==> src/rtl/glb_store_dma_ctrl.sv <==
// glb_store_dma_ctrl: per-GLB-tile store DMA sequencer.
// Pops queued store headers (byte start address, 16-bit word count) and packs the
// incoming CGRA stream into bank-word write packets. One done pulse per header.
// Ports:
//   clk, reset                : clock, synchronous active-high reset
//   hdr_push/start_addr/num   : header enqueue; hdr_full / hdr_count report queue state
//   stream_data_f2g/valid     : 16-bit stream words from the CGRA (no backpressure)
//   wr_en/strb/addr/data      : bank write packet, one cycle after the flushing word
//   busy                      : a header is being streamed
//   st_done_pulse             : one cycle per completed header
//   drop_sticky               : a stream word arrived while idle
module glb_store_dma_ctrl #(
    parameter int unsigned QUEUE_DEPTH         = 4,
    parameter int unsigned GLB_ADDR_WIDTH      = 22,
    parameter int unsigned BANK_DATA_WIDTH     = 64,
    parameter int unsigned CGRA_DATA_WIDTH     = 16,
    parameter int unsigned MAX_NUM_WORDS_WIDTH = 21
) (
    input  logic                               clk,
    input  logic                               reset,
    input  logic                               hdr_push,
    input  logic [GLB_ADDR_WIDTH-1:0]          hdr_start_addr,
    input  logic [MAX_NUM_WORDS_WIDTH-1:0]     hdr_num_words,
    output logic                               hdr_full,
    output logic [$clog2(QUEUE_DEPTH):0]       hdr_count,
    input  logic [CGRA_DATA_WIDTH-1:0]         stream_data_f2g,
    input  logic                               stream_data_valid_f2g,
    output logic                               wr_en,
    output logic [BANK_DATA_WIDTH/8-1:0]       wr_strb,
    output logic [GLB_ADDR_WIDTH-1:0]          wr_addr,
    output logic [BANK_DATA_WIDTH-1:0]         wr_data,
    output logic                               busy,
    output logic                               st_done_pulse,
    output logic                               drop_sticky
);

    localparam int unsigned CNT_W     = $clog2(QUEUE_DEPTH) + 1;
    localparam int unsigned PTR_W     = $clog2(QUEUE_DEPTH);
    localparam int unsigned NUM_LANES = BANK_DATA_WIDTH / CGRA_DATA_WIDTH;
    localparam int unsigned LANE_W    = $clog2(NUM_LANES);
    localparam int unsigned STRB_W    = BANK_DATA_WIDTH / 8;
    localparam int unsigned LANE_STRB = CGRA_DATA_WIDTH / 8;
    localparam int unsigned BYTE_W    = $clog2(STRB_W);

    typedef enum logic [0:0] {ST_IDLE, ST_ACTIVE} state_t;

    // Header queue storage and pointers
    logic [GLB_ADDR_WIDTH-1:0]      q_addr_q [QUEUE_DEPTH];
    logic [MAX_NUM_WORDS_WIDTH-1:0] q_num_q  [QUEUE_DEPTH];
    logic [PTR_W-1:0]               wr_ptr_q, rd_ptr_q;
    logic [CNT_W-1:0]               count_q, count_d;
    logic                           full_q;

    // Transfer state
    state_t                         state_q;
    logic [GLB_ADDR_WIDTH-1:0]      cur_addr_q;
    logic [MAX_NUM_WORDS_WIDTH-1:0] remaining_q;
    logic [BANK_DATA_WIDTH-1:0]     acc_data_q, merge_data_d;
    logic [STRB_W-1:0]              acc_strb_q, merge_strb_d;

    // Registered outputs
    logic                           wr_en_q, done_q, drop_q;
    logic [STRB_W-1:0]              wr_strb_q;
    logic [GLB_ADDR_WIDTH-1:0]      wr_addr_q;
    logic [BANK_DATA_WIDTH-1:0]     wr_data_q;

    logic                           pop_c, push_c, last_c, flush_c;
    logic [LANE_W-1:0]              lane_c;

    // Pop only from IDLE; a push into a full queue is accepted only alongside a pop
    assign pop_c   = (state_q == ST_IDLE) && (count_q != '0);
    assign push_c  = hdr_push && ((count_q != CNT_W'(QUEUE_DEPTH)) || pop_c);
    assign count_d = count_q + CNT_W'(push_c) - CNT_W'(pop_c);

    assign lane_c  = cur_addr_q[LANE_W:1];
    assign last_c  = (remaining_q == MAX_NUM_WORDS_WIDTH'(1));
    assign flush_c = (lane_c == '1) || last_c;

    // Accumulator with the current stream word merged into its lane
    always_comb begin
        merge_data_d = acc_data_q;
        merge_strb_d = acc_strb_q;
        for (int unsigned l = 0; l < NUM_LANES; l++) begin
            if (lane_c == LANE_W'(l)) begin
                merge_data_d[l*CGRA_DATA_WIDTH +: CGRA_DATA_WIDTH] = stream_data_f2g;
                merge_strb_d[l*LANE_STRB +: LANE_STRB]             = '1;
            end
        end
    end

    // Queue entry storage; validity is tracked by the pointers, so no reset needed
    always_ff @(posedge clk) begin
        if (push_c) begin
            q_addr_q[wr_ptr_q] <= hdr_start_addr;
            q_num_q[wr_ptr_q]  <= hdr_num_words;
        end
    end

    // Queue control, transfer FSM and registered outputs
    always_ff @(posedge clk) begin
        if (reset) begin
            wr_ptr_q    <= '0;
            rd_ptr_q    <= '0;
            count_q     <= '0;
            full_q      <= 1'b0;
            state_q     <= ST_IDLE;
            cur_addr_q  <= '0;
            remaining_q <= '0;
            acc_data_q  <= '0;
            acc_strb_q  <= '0;
            wr_en_q     <= 1'b0;
            wr_strb_q   <= '0;
            wr_addr_q   <= '0;
            wr_data_q   <= '0;
            done_q      <= 1'b0;
            drop_q      <= 1'b0;
        end else begin
            wr_en_q   <= 1'b0;
            wr_strb_q <= '0;
            done_q    <= 1'b0;

            if (push_c) wr_ptr_q <= wr_ptr_q + PTR_W'(1);
            if (pop_c)  rd_ptr_q <= rd_ptr_q + PTR_W'(1);
            count_q <= count_d;
            full_q  <= (count_d == CNT_W'(QUEUE_DEPTH));

            case (state_q)
                ST_IDLE: begin
                    if (stream_data_valid_f2g) drop_q <= 1'b1;
                    if (pop_c) begin
                        if (q_num_q[rd_ptr_q] == '0) begin
                            done_q <= 1'b1;
                        end else begin
                            cur_addr_q  <= q_addr_q[rd_ptr_q] & ~GLB_ADDR_WIDTH'(1);
                            remaining_q <= q_num_q[rd_ptr_q];
                            acc_data_q  <= '0;
                            acc_strb_q  <= '0;
                            state_q     <= ST_ACTIVE;
                        end
                    end
                end
                ST_ACTIVE: begin
                    if (stream_data_valid_f2g) begin
                        cur_addr_q  <= cur_addr_q + GLB_ADDR_WIDTH'(2);
                        remaining_q <= remaining_q - MAX_NUM_WORDS_WIDTH'(1);
                        if (flush_c) begin
                            wr_en_q    <= 1'b1;
                            wr_strb_q  <= merge_strb_d;
                            wr_data_q  <= merge_data_d;
                            wr_addr_q  <= {cur_addr_q[GLB_ADDR_WIDTH-1:BYTE_W], {BYTE_W{1'b0}}};
                            acc_data_q <= '0;
                            acc_strb_q <= '0;
                        end else begin
                            acc_data_q <= merge_data_d;
                            acc_strb_q <= merge_strb_d;
                        end
                        if (last_c) begin
                            done_q  <= 1'b1;
                            state_q <= ST_IDLE;
                        end
                    end
                end
                default: state_q <= ST_IDLE;
            endcase
        end
    end

    assign hdr_full      = full_q;
    assign hdr_count     = count_q;
    assign wr_en         = wr_en_q;
    assign wr_strb       = wr_strb_q;
    assign wr_addr       = wr_addr_q;
    assign wr_data       = wr_data_q;
    assign busy          = (state_q == ST_ACTIVE);
    assign st_done_pulse = done_q;
    assign drop_sticky   = drop_q;

endmodule

==> config.mk <==
export PLATFORM = sky130hd
export DESIGN_NAME = glb_store_dma_ctrl
export DESIGN_NICKNAME = d
export VERILOG_FILES = /design/src/rtl/glb_store_dma_ctrl.sv
export SDC_FILE = /design/constraint.sdc
export NUM_CORES = 1
export LEC_CHECK = 0
export ABC_AREA = 0
export ABC_CLOCK_PERIOD_IN_PS = 4770
export CORE_UTILIZATION = 45
export DETAILED_ROUTE_END_ITERATION = 10
export PLACE_DENSITY = 0.75
export SYNTH_ARGS = -nofsm -noshare
export SYNTH_HDL_FRONTEND = slang
export SYNTH_SLANG_ARGS = --single-unit
export TNS_END_PERCENT = 5
==> constraint.sdc <==
create_clock -name clk -period 4.77 [get_ports clk]
set_input_delay 1.431 -clock clk [delete_from_list [all_inputs] [get_ports clk]]
set_output_delay 1.431 -clock clk [all_outputs]
set_load 0.01 [all_outputs]
==> flow_summary.rst, run 1 <==
.. list-table::
   :header-rows: 1

   * - Metric
     - Value
   * - Worst hold path startpoint
     - wr_addr[9]
   * - Post-route insts no fill
     - between 1.5k and 2k
   * - Final critical delay including setup and external delays
     - 3540 ps
   * - Cell count after synthesis
     - 1213
   * - Syn_area_per_cell
     - 12.6 µm²
   * - Summed area of non-filler cells in the final layout
     - 18700 µm²
   * - CP max stage delay
     - 890 ps
   * - Slew of the pin with the lowest slew margin
     - about 870 ps
   * - Total of buffers placed on input and output ports
     - 160
   * - Commonest cells post-synth
     - sky130_fd_sc_hd__dfxtp_1 (219), sky130_fd_sc_hd__edfxtp_1 (168), sky130_fd_sc_hd__nor2_1 (113), sky130_fd_sc_hd__nand2_1 (92)
   * - Largest area contributor in the synthesized netlist
     - sky130_fd_sc_hd__edfxtp_1
   * - Power share of the combinational group
     - 0.258
   * - Total Neg Setup Slack
     - 0 ps
   * - Share of cells above drive strength 1
     - 0.109
   * - Via density per instance
     - 5.55
   * - Boundary pin count
     - 165
   * - Share of the yosys chip area belonging to registers
     - 0.617
   * - Sw power
     - 3030 µW
   * - Clock buffers created by TritonCTS
     - 40
   * - Met2 wire length
     - 17.0 mm
   * - Required time of the critical path
     - 3340 ps
   * - Share of power burned in registers
     - 0.423
   * - Family of cells with the greatest summed delay on the critical path
     - flip-flops
   * - Detailed router's first-iteration violation count
     - 893
   * - Initial core utilization
     - 0.457
   * - DP HPWL
     - ~22 mm
   * - Peak clock frequency supported by timing
     - 283 MHz
   * - Most area-consuming cells after synthesis
     - sky130_fd_sc_hd__edfxtp_1 (33%), sky130_fd_sc_hd__dfxtp_1 (29%), sky130_fd_sc_hd__mux4_2 (6.2%), sky130_fd_sc_hd__mux2i_1 (4.3%), sky130_fd_sc_hd__a211oi_1 (3.2%)
   * - Max rail drop VDD
     - 0.000399 V
   * - Count of unresolved DRC violations after routing
     - 0
   * - Setup bufs post-CTS
     - 0
   * - First-pass detailed-route iteration total
     - 5
   * - Final count of hold timing violations
     - 0
   * - Clock power share
     - 0.319
   * - Sum of overflow across all layers after global routing
     - 0
   * - Number of flops mapped to enable cells by yosys
     - 168
   * - Crit start category
     - flop
   * - Worst slew slack as a fraction of its limit
     - 0.414
   * - TritonCTS sink count
     - 387
   * - Total Routed Length
     - 34.5 mm
   * - Highest fanout seen on the critical path
     - 43
   * - Worst Path Class, Setup
     - flop to primary output
   * - Flip-flop and latch count after synthesis
     - 387
   * - Insertion delay to the later sink of the worst-skew pair
     - about 520 ps
   * - Hold_buf cts
     - 0
   * - Data arrival, critical path
     - 2110 ps
   * - Max cap viols
     - 0
   * - Area share of the largest cell type after synthesis
     - 0.330
   * - Ant. Diodes
     - 0
   * - Count of fill cells added during filler insertion
     - 2770
   * - Bufs and invs on worst path
     - 1
   * - Cell with the largest stage delay on the worst path
     - sky130_fd_sc_hd__dfxtp_2
   * - Number of global-route vias before repair
     - 9884
   * - Detailed-routing wirelength on met1
     - 15.0 mm
   * - Post-Place Cells
     - approximately 1.8k
   * - Cell with the most instances after synthesis
     - sky130_fd_sc_hd__dfxtp_1
   * - Max Used Layer
     - met5
   * - Async set-reset flop share out of synthesis
     - 0
   * - Standard cell core area
     - 33400 µm²
   * - Total GRT Usage
     - 0.202
   * - Final GP Congestion
     - 0.813
   * - Syn Std Cell Area
     - 15300 µm²
   * - Count of cell types in the netlist
     - 61
   * - Critical path launch point
     - busy
   * - Setup repair after global routing missed its margin
     - false
   * - Switch share
     - 0.308
   * - Number of warning messages in the yosys log
     - 0
   * - Int Power
     - approximately 6800 µW
   * - Worst-case setup slack after placement
     - about 1100 ps
   * - Vias
     - 10.1k
   * - CP endpoint kind
     - primary output
   * - Post-DP Area
     - 17300 µm²
   * - Final Core Density
     - 0.558
   * - CTS clk-pin slew, worst paths
     - around 60 ps
   * - Met3 layer wire length in the routed design
     - about 1.6 mm
   * - Worst clock skew
     - around 17 ps
   * - Largest net degree at the start of global routing
     - about 140
   * - H-tree levels
     - 2
   * - TritonCTS clock tree
     - done
   * - Leakage power of the design
     - 0.00621 µW
   * - Status
     - finished, final reports clean
   * - CTS max path bufs
     - 3
   * - Number of nets in the final layout
     - 1429
   * - Master cell of the clock root buffer
     - sky130_fd_sc_hd__clkbuf_16
   * - Period utilization
     - 0.742
   * - Setup slack of the critical path after layout
     - between 1000 and 1500 ps
   * - Die span in x
     - 186 µm
   * - Synthesis-to-finish area growth
     - 22.1%
   * - Area of the die
     - 34700 µm²
   * - Wire length of the first global-routing pass
     - 54.1 mm
   * - Number of gates given a new drive strength after cts
     - 0
   * - Class of the tightest hold or removal check
     - flop to flop
   * - Height of the die
     - 186 µm
   * - Detail Route Antenna Nets
     - 0
   * - Number of slew-limit violations in the final report
     - 0
   * - Number of placement rows
     - 67
   * - Main synth FF type
     - sky130_fd_sc_hd__dfxtp_1
   * - Finish-stage setup viols
     - 0
   * - Sequence of cells on the critical path
     - clkdlybuf4s50_1
   * - Power per unit of standard cell area
     - 528 nW/µm²
   * - Initial antenna violation count
     - 1
   * - Routed length per instance
     - 18.9 µm
[logic make-up after synthesis]
group | after synthesis | share of synthesized area
flops | 387 | 0.617
simple gates | 311 | 0.0944
compound gates | 262 | 0.129
buf+inv | 111 | 0.0317
mux | 108 | 0.105
xor+xnor | 20 | 0.0115
fa+ha+maj | 13 | 0.0111
other cells | 1 | 0.000245
[final timing paths]
path                    end  depth (start not counted)  slack (ps)
max reg2reg  acc_data_q[54]                          7        1250
min reg2reg      wr_addr[9]                          2         450
min              wr_addr[9]                          2         450
max                    busy                          1        1230
[power by group through the flow]
stage	clock network (µW)	logic, µW	registers, µW
3_3_place_gp	0	2460	4210
5_1_grt	3330	2810	4210
3_5_place_dp	0	2540	4230
2_1_floorplan	0	1950	4090
6_report	3140	2550	4170
4_1_cts	3200	2560	4160
[cell type report]
type,count,area [µm²],share of cell area
Sequential cell,387,9430,0.506
Inverter,24,90.1,0.00483
Multi-Input combinational cell,717,5400,0.290
Clock buffer,53,1110,0.0595
Timing Repair Buffer,183,1850,0.0990
Tap cell,448,561,0.0300
Clock inverter,16,214,0.0115
[per-stage QoR]
stage	total power [µW]	hold slack, ps
final	9850	452
after global routing	10400	473
after CTS	9920	456
after detailed placement	6770	443
after global placement	6670	442
after floorplan	6030	429
[layer usage]
layer	up-vias	track usage
met5	-	0
met4	2	0.0623
met3	71	0.0276
met2	283	0.352
met1	4964	0.260
li1	4821	-
[layout by cell type (no fill, tap or decap), types with 5 or more instances in the layout]
master,instances
sky130_fd_sc_hd__buf_4,18
sky130_fd_sc_hd__and2_1,25
sky130_fd_sc_hd__xor2_1,7
sky130_fd_sc_hd__edfxtp_1,168
sky130_fd_sc_hd__o21a_1,14
sky130_fd_sc_hd__o32ai_1,12
sky130_fd_sc_hd__clkinv_2,5
sky130_fd_sc_hd__o21ai_0,11
sky130_fd_sc_hd__or3_1,5
sky130_fd_sc_hd__nand4_1,7
sky130_fd_sc_hd__clkdlybuf4s50_1,159
sky130_fd_sc_hd__clkbuf_16,41
sky130_fd_sc_hd__nand2_1,92
sky130_fd_sc_hd__bufinv_16,5
sky130_fd_sc_hd__a22o_1,48
sky130_fd_sc_hd__mux2i_1,66
sky130_fd_sc_hd__dfxtp_1,216
sky130_fd_sc_hd__mux4_2,42
sky130_fd_sc_hd__a211o_1,16
sky130_fd_sc_hd__o31a_1,8
sky130_fd_sc_hd__nand3_1,18
sky130_fd_sc_hd__clkbuf_1,8
sky130_fd_sc_hd__a21oi_1,51
sky130_fd_sc_hd__nor2_1,113
sky130_fd_sc_hd__xnor2_1,13
sky130_fd_sc_hd__nor3_1,9
sky130_fd_sc_hd__or4_1,6
sky130_fd_sc_hd__buf_12,6
sky130_fd_sc_hd__nor4_1,9
sky130_fd_sc_hd__a211oi_1,66
sky130_fd_sc_hd__inv_1,22
sky130_fd_sc_hd__ha_1,12
[worst register-to-register path: cells and delay by family (launching register included)]
kind,cells,cell delay [ps]
buf+inv,1,300
compound gates,2,980
simple gates,3,1100
flops,1,530
mux,1,560
[state kept, by name, summed over array words and instances, names as in the netlist, named ones only]
signal	count
q_num_q	84
wr_en	1
wr_addr	19
hdr_full	1
rd_ptr_q	2
cur_addr_q	21
wr_strb	8
hdr_count	3
st_done_pulse	1
remaining_q	21
wr_ptr_q	2
busy	1
acc_data_q	64
drop_sticky	1
wr_data	64
q_addr_q	84
acc_strb_q	8
Power figures use the tool's default switching activity.
==> inputs of run 2 (changes only) <==
Settings changed: ABC_CLOCK_PERIOD_IN_PS 4770 to 3490.
Clock period 4.77 ns to 3.49 ns, I/O delays scaled along.
==> flow_summary.rst, run 2 (synthesized netlist as in run 1, its figures left out) <==
.. list-table::
   :header-rows: 1

   * - Metric
     - Value
   * - Status
     - finished, final reports clean
   * - Number of slew-limit violations in the final report
     - 0
   * - Final count of hold timing violations
     - 0
   * - Master cell of the clock root buffer
     - sky130_fd_sc_hd__clkbuf_16
   * - Total of buffers placed on input and output ports
     - 160
   * - Finish-stage setup viols
     - 0
   * - Class of the tightest hold or removal check
     - flop to flop
   * - Largest net degree at the start of global routing
     - 59
   * - Routed length per instance
     - 18.7 µm
   * - Crit start category
     - flop
   * - CTS clk-pin slew, worst paths
     - ~60 ps
   * - Summed area of non-filler cells in the final layout
     - 18900 µm²
   * - Final GP Congestion
     - 0.797
   * - Worst Path Class, Setup
     - flop to flop
   * - Worst-case setup slack after placement
     - 331 ps
   * - Wire length of the first global-routing pass
     - 54.4 mm
   * - Worst clock skew
     - 23.3 ps
   * - Total GRT Usage
     - 0.202
   * - Final Core Density
     - 0.564
   * - Initial antenna violation count
     - 1
   * - Most frequent cells in the layout
     - sky130_fd_sc_hd__dfxtp_1 (216), sky130_fd_sc_hd__edfxtp_1 (168), sky130_fd_sc_hd__clkdlybuf4s50_1 (159), sky130_fd_sc_hd__nor2_1 (113), sky130_fd_sc_hd__nand2_1 (92)
   * - Commonest non-fill, non-tap cell in the layout
     - sky130_fd_sc_hd__dfxtp_1
   * - Setup slack of the critical path after layout
     - 399 ps
   * - Total Routed Length
     - 34.5 mm
   * - TritonCTS clock tree
     - done
   * - Area of the die
     - 34700 µm²
   * - Max cap viols
     - 0
   * - Insertion delay to the later sink of the worst-skew pair
     - 530 ps
   * - TritonCTS sink count
     - 387
   * - Detailed router's first-iteration violation count
     - 840
   * - Number of gates given a new drive strength after cts
     - 0
   * - Sum of overflow across all layers after global routing
     - 0
   * - Number of placement rows
     - 67
   * - Peak clock frequency supported by timing
     - 324 MHz
   * - Required time of the critical path
     - 3960 ps
   * - Number of global-route vias before repair
     - 10.1k
   * - Max rail drop VDD
     - 0.000707 V
   * - Standard cell core area
     - between 30000 and 40000 µm²
   * - Ant. Diodes
     - 0
   * - H-tree levels
     - 2
   * - Number of nets in the final layout
     - roughly 1.4k
   * - Height of the die
     - 186 µm
   * - CTS max path bufs
     - 3
   * - Worst slew slack as a fraction of its limit
     - 0.508
   * - Data arrival, critical path
     - 3560 ps
   * - First-pass detailed-route iteration total
     - 5
   * - Total Neg Setup Slack
     - 0 ps
   * - Top Registers
     - q_addr_q x84, q_num_q x84
   * - Final critical delay including setup and external delays
     - 3090 ps
   * - Highest fanout seen on the critical path
     - 43
   * - Die span in x
     - ~190 µm
   * - DP HPWL
     - 22.5 mm
   * - Synthesis-to-finish area growth
     - 23.5%
   * - Power per unit of standard cell area
     - 720 nW/µm²
   * - Hold_buf cts
     - 0
   * - Boundary pin count
     - 165
   * - Initial core utilization
     - 0.457
   * - Worst Hold Slack
     - ~460 ps
   * - Worst hold path startpoint
     - wr_addr[8]
   * - Leakage power of the design
     - 0.00634 µW
   * - Via density per instance
     - 5.49
   * - Slew of the pin with the lowest slew margin
     - 738 ps
   * - Period utilization
     - 0.886
   * - Vias
     - 10.2k
   * - Setup repair after global routing missed its margin
     - false
   * - CP endpoint kind
     - flop
   * - Setup bufs post-CTS
     - 0
   * - Post-DP Area
     - 17600 µm²
   * - Detail Route Antenna Nets
     - 0
   * - Clock buffers created by TritonCTS
     - 40
   * - Count of unresolved DRC violations after routing
     - 0
   * - Share of cells above drive strength 1
     - 0.122
[run 2: power by group]
part | switching (µW) | total, µW | internal, µW
logic | 2030 | 3690 | 1660
clock network | 1700 | 4210 | 2520
registers | 461 | 5670 | 5210
[run 2: worst paths after layout]
kind	to	slack, ps	depth (start not counted)
max	acc_data_q[24]	400	8
min	wr_addr[8]	460	2
max reg2reg	acc_data_q[24]	400	8
min reg2reg	wr_addr[8]	460	2
[run 2: final cells by class]
type                    count  area (µm²)
well taps                 448         561
repair buffers            202        2060
clock inverters            16         166
inverters                  24        90.1
flip-flops and latches    387        9430
fillers                  2647       14600
clock buffers              57        1150
multi-input cells         717        5400
[run 2: per-stage QoR]
| stage | power, µW | cells |
|---|---|---|
| 2_1_floorplan | 8250 | 1215 |
| 3_3_place_gp | 9320 | 1778 |
| 3_5_place_dp | 9440 | 1778 |
| 4_1_cts | 13700 | 1851 |
| 5_1_grt | 14200 | 1851 |
| 6_report | 13600 | 1851 |
[run 2: metal layers]
layer  vias to the layer above  wire [µm]  track usage
met4                         2        862       0.0623
met2                       301      17100        0.355
met5                         -         13            0
met1                      4941      14700        0.256
met3                        62       1780       0.0325
li1                       4857          -            -
[run 2: critical path, cell delays in order, from the launching register on]
cell                        delay [ps]
sky130_fd_sc_hd__dfxtp_2           630
sky130_fd_sc_hd__mux4_2            590
sky130_fd_sc_hd__or4_1             600
sky130_fd_sc_hd__nand4b_4          240
sky130_fd_sc_hd__o21ai_4           230
sky130_fd_sc_hd__buf_12            250
sky130_fd_sc_hd__o2bb2ai_2         150
sky130_fd_sc_hd__buf_12            180
sky130_fd_sc_hd__a22o_1            150
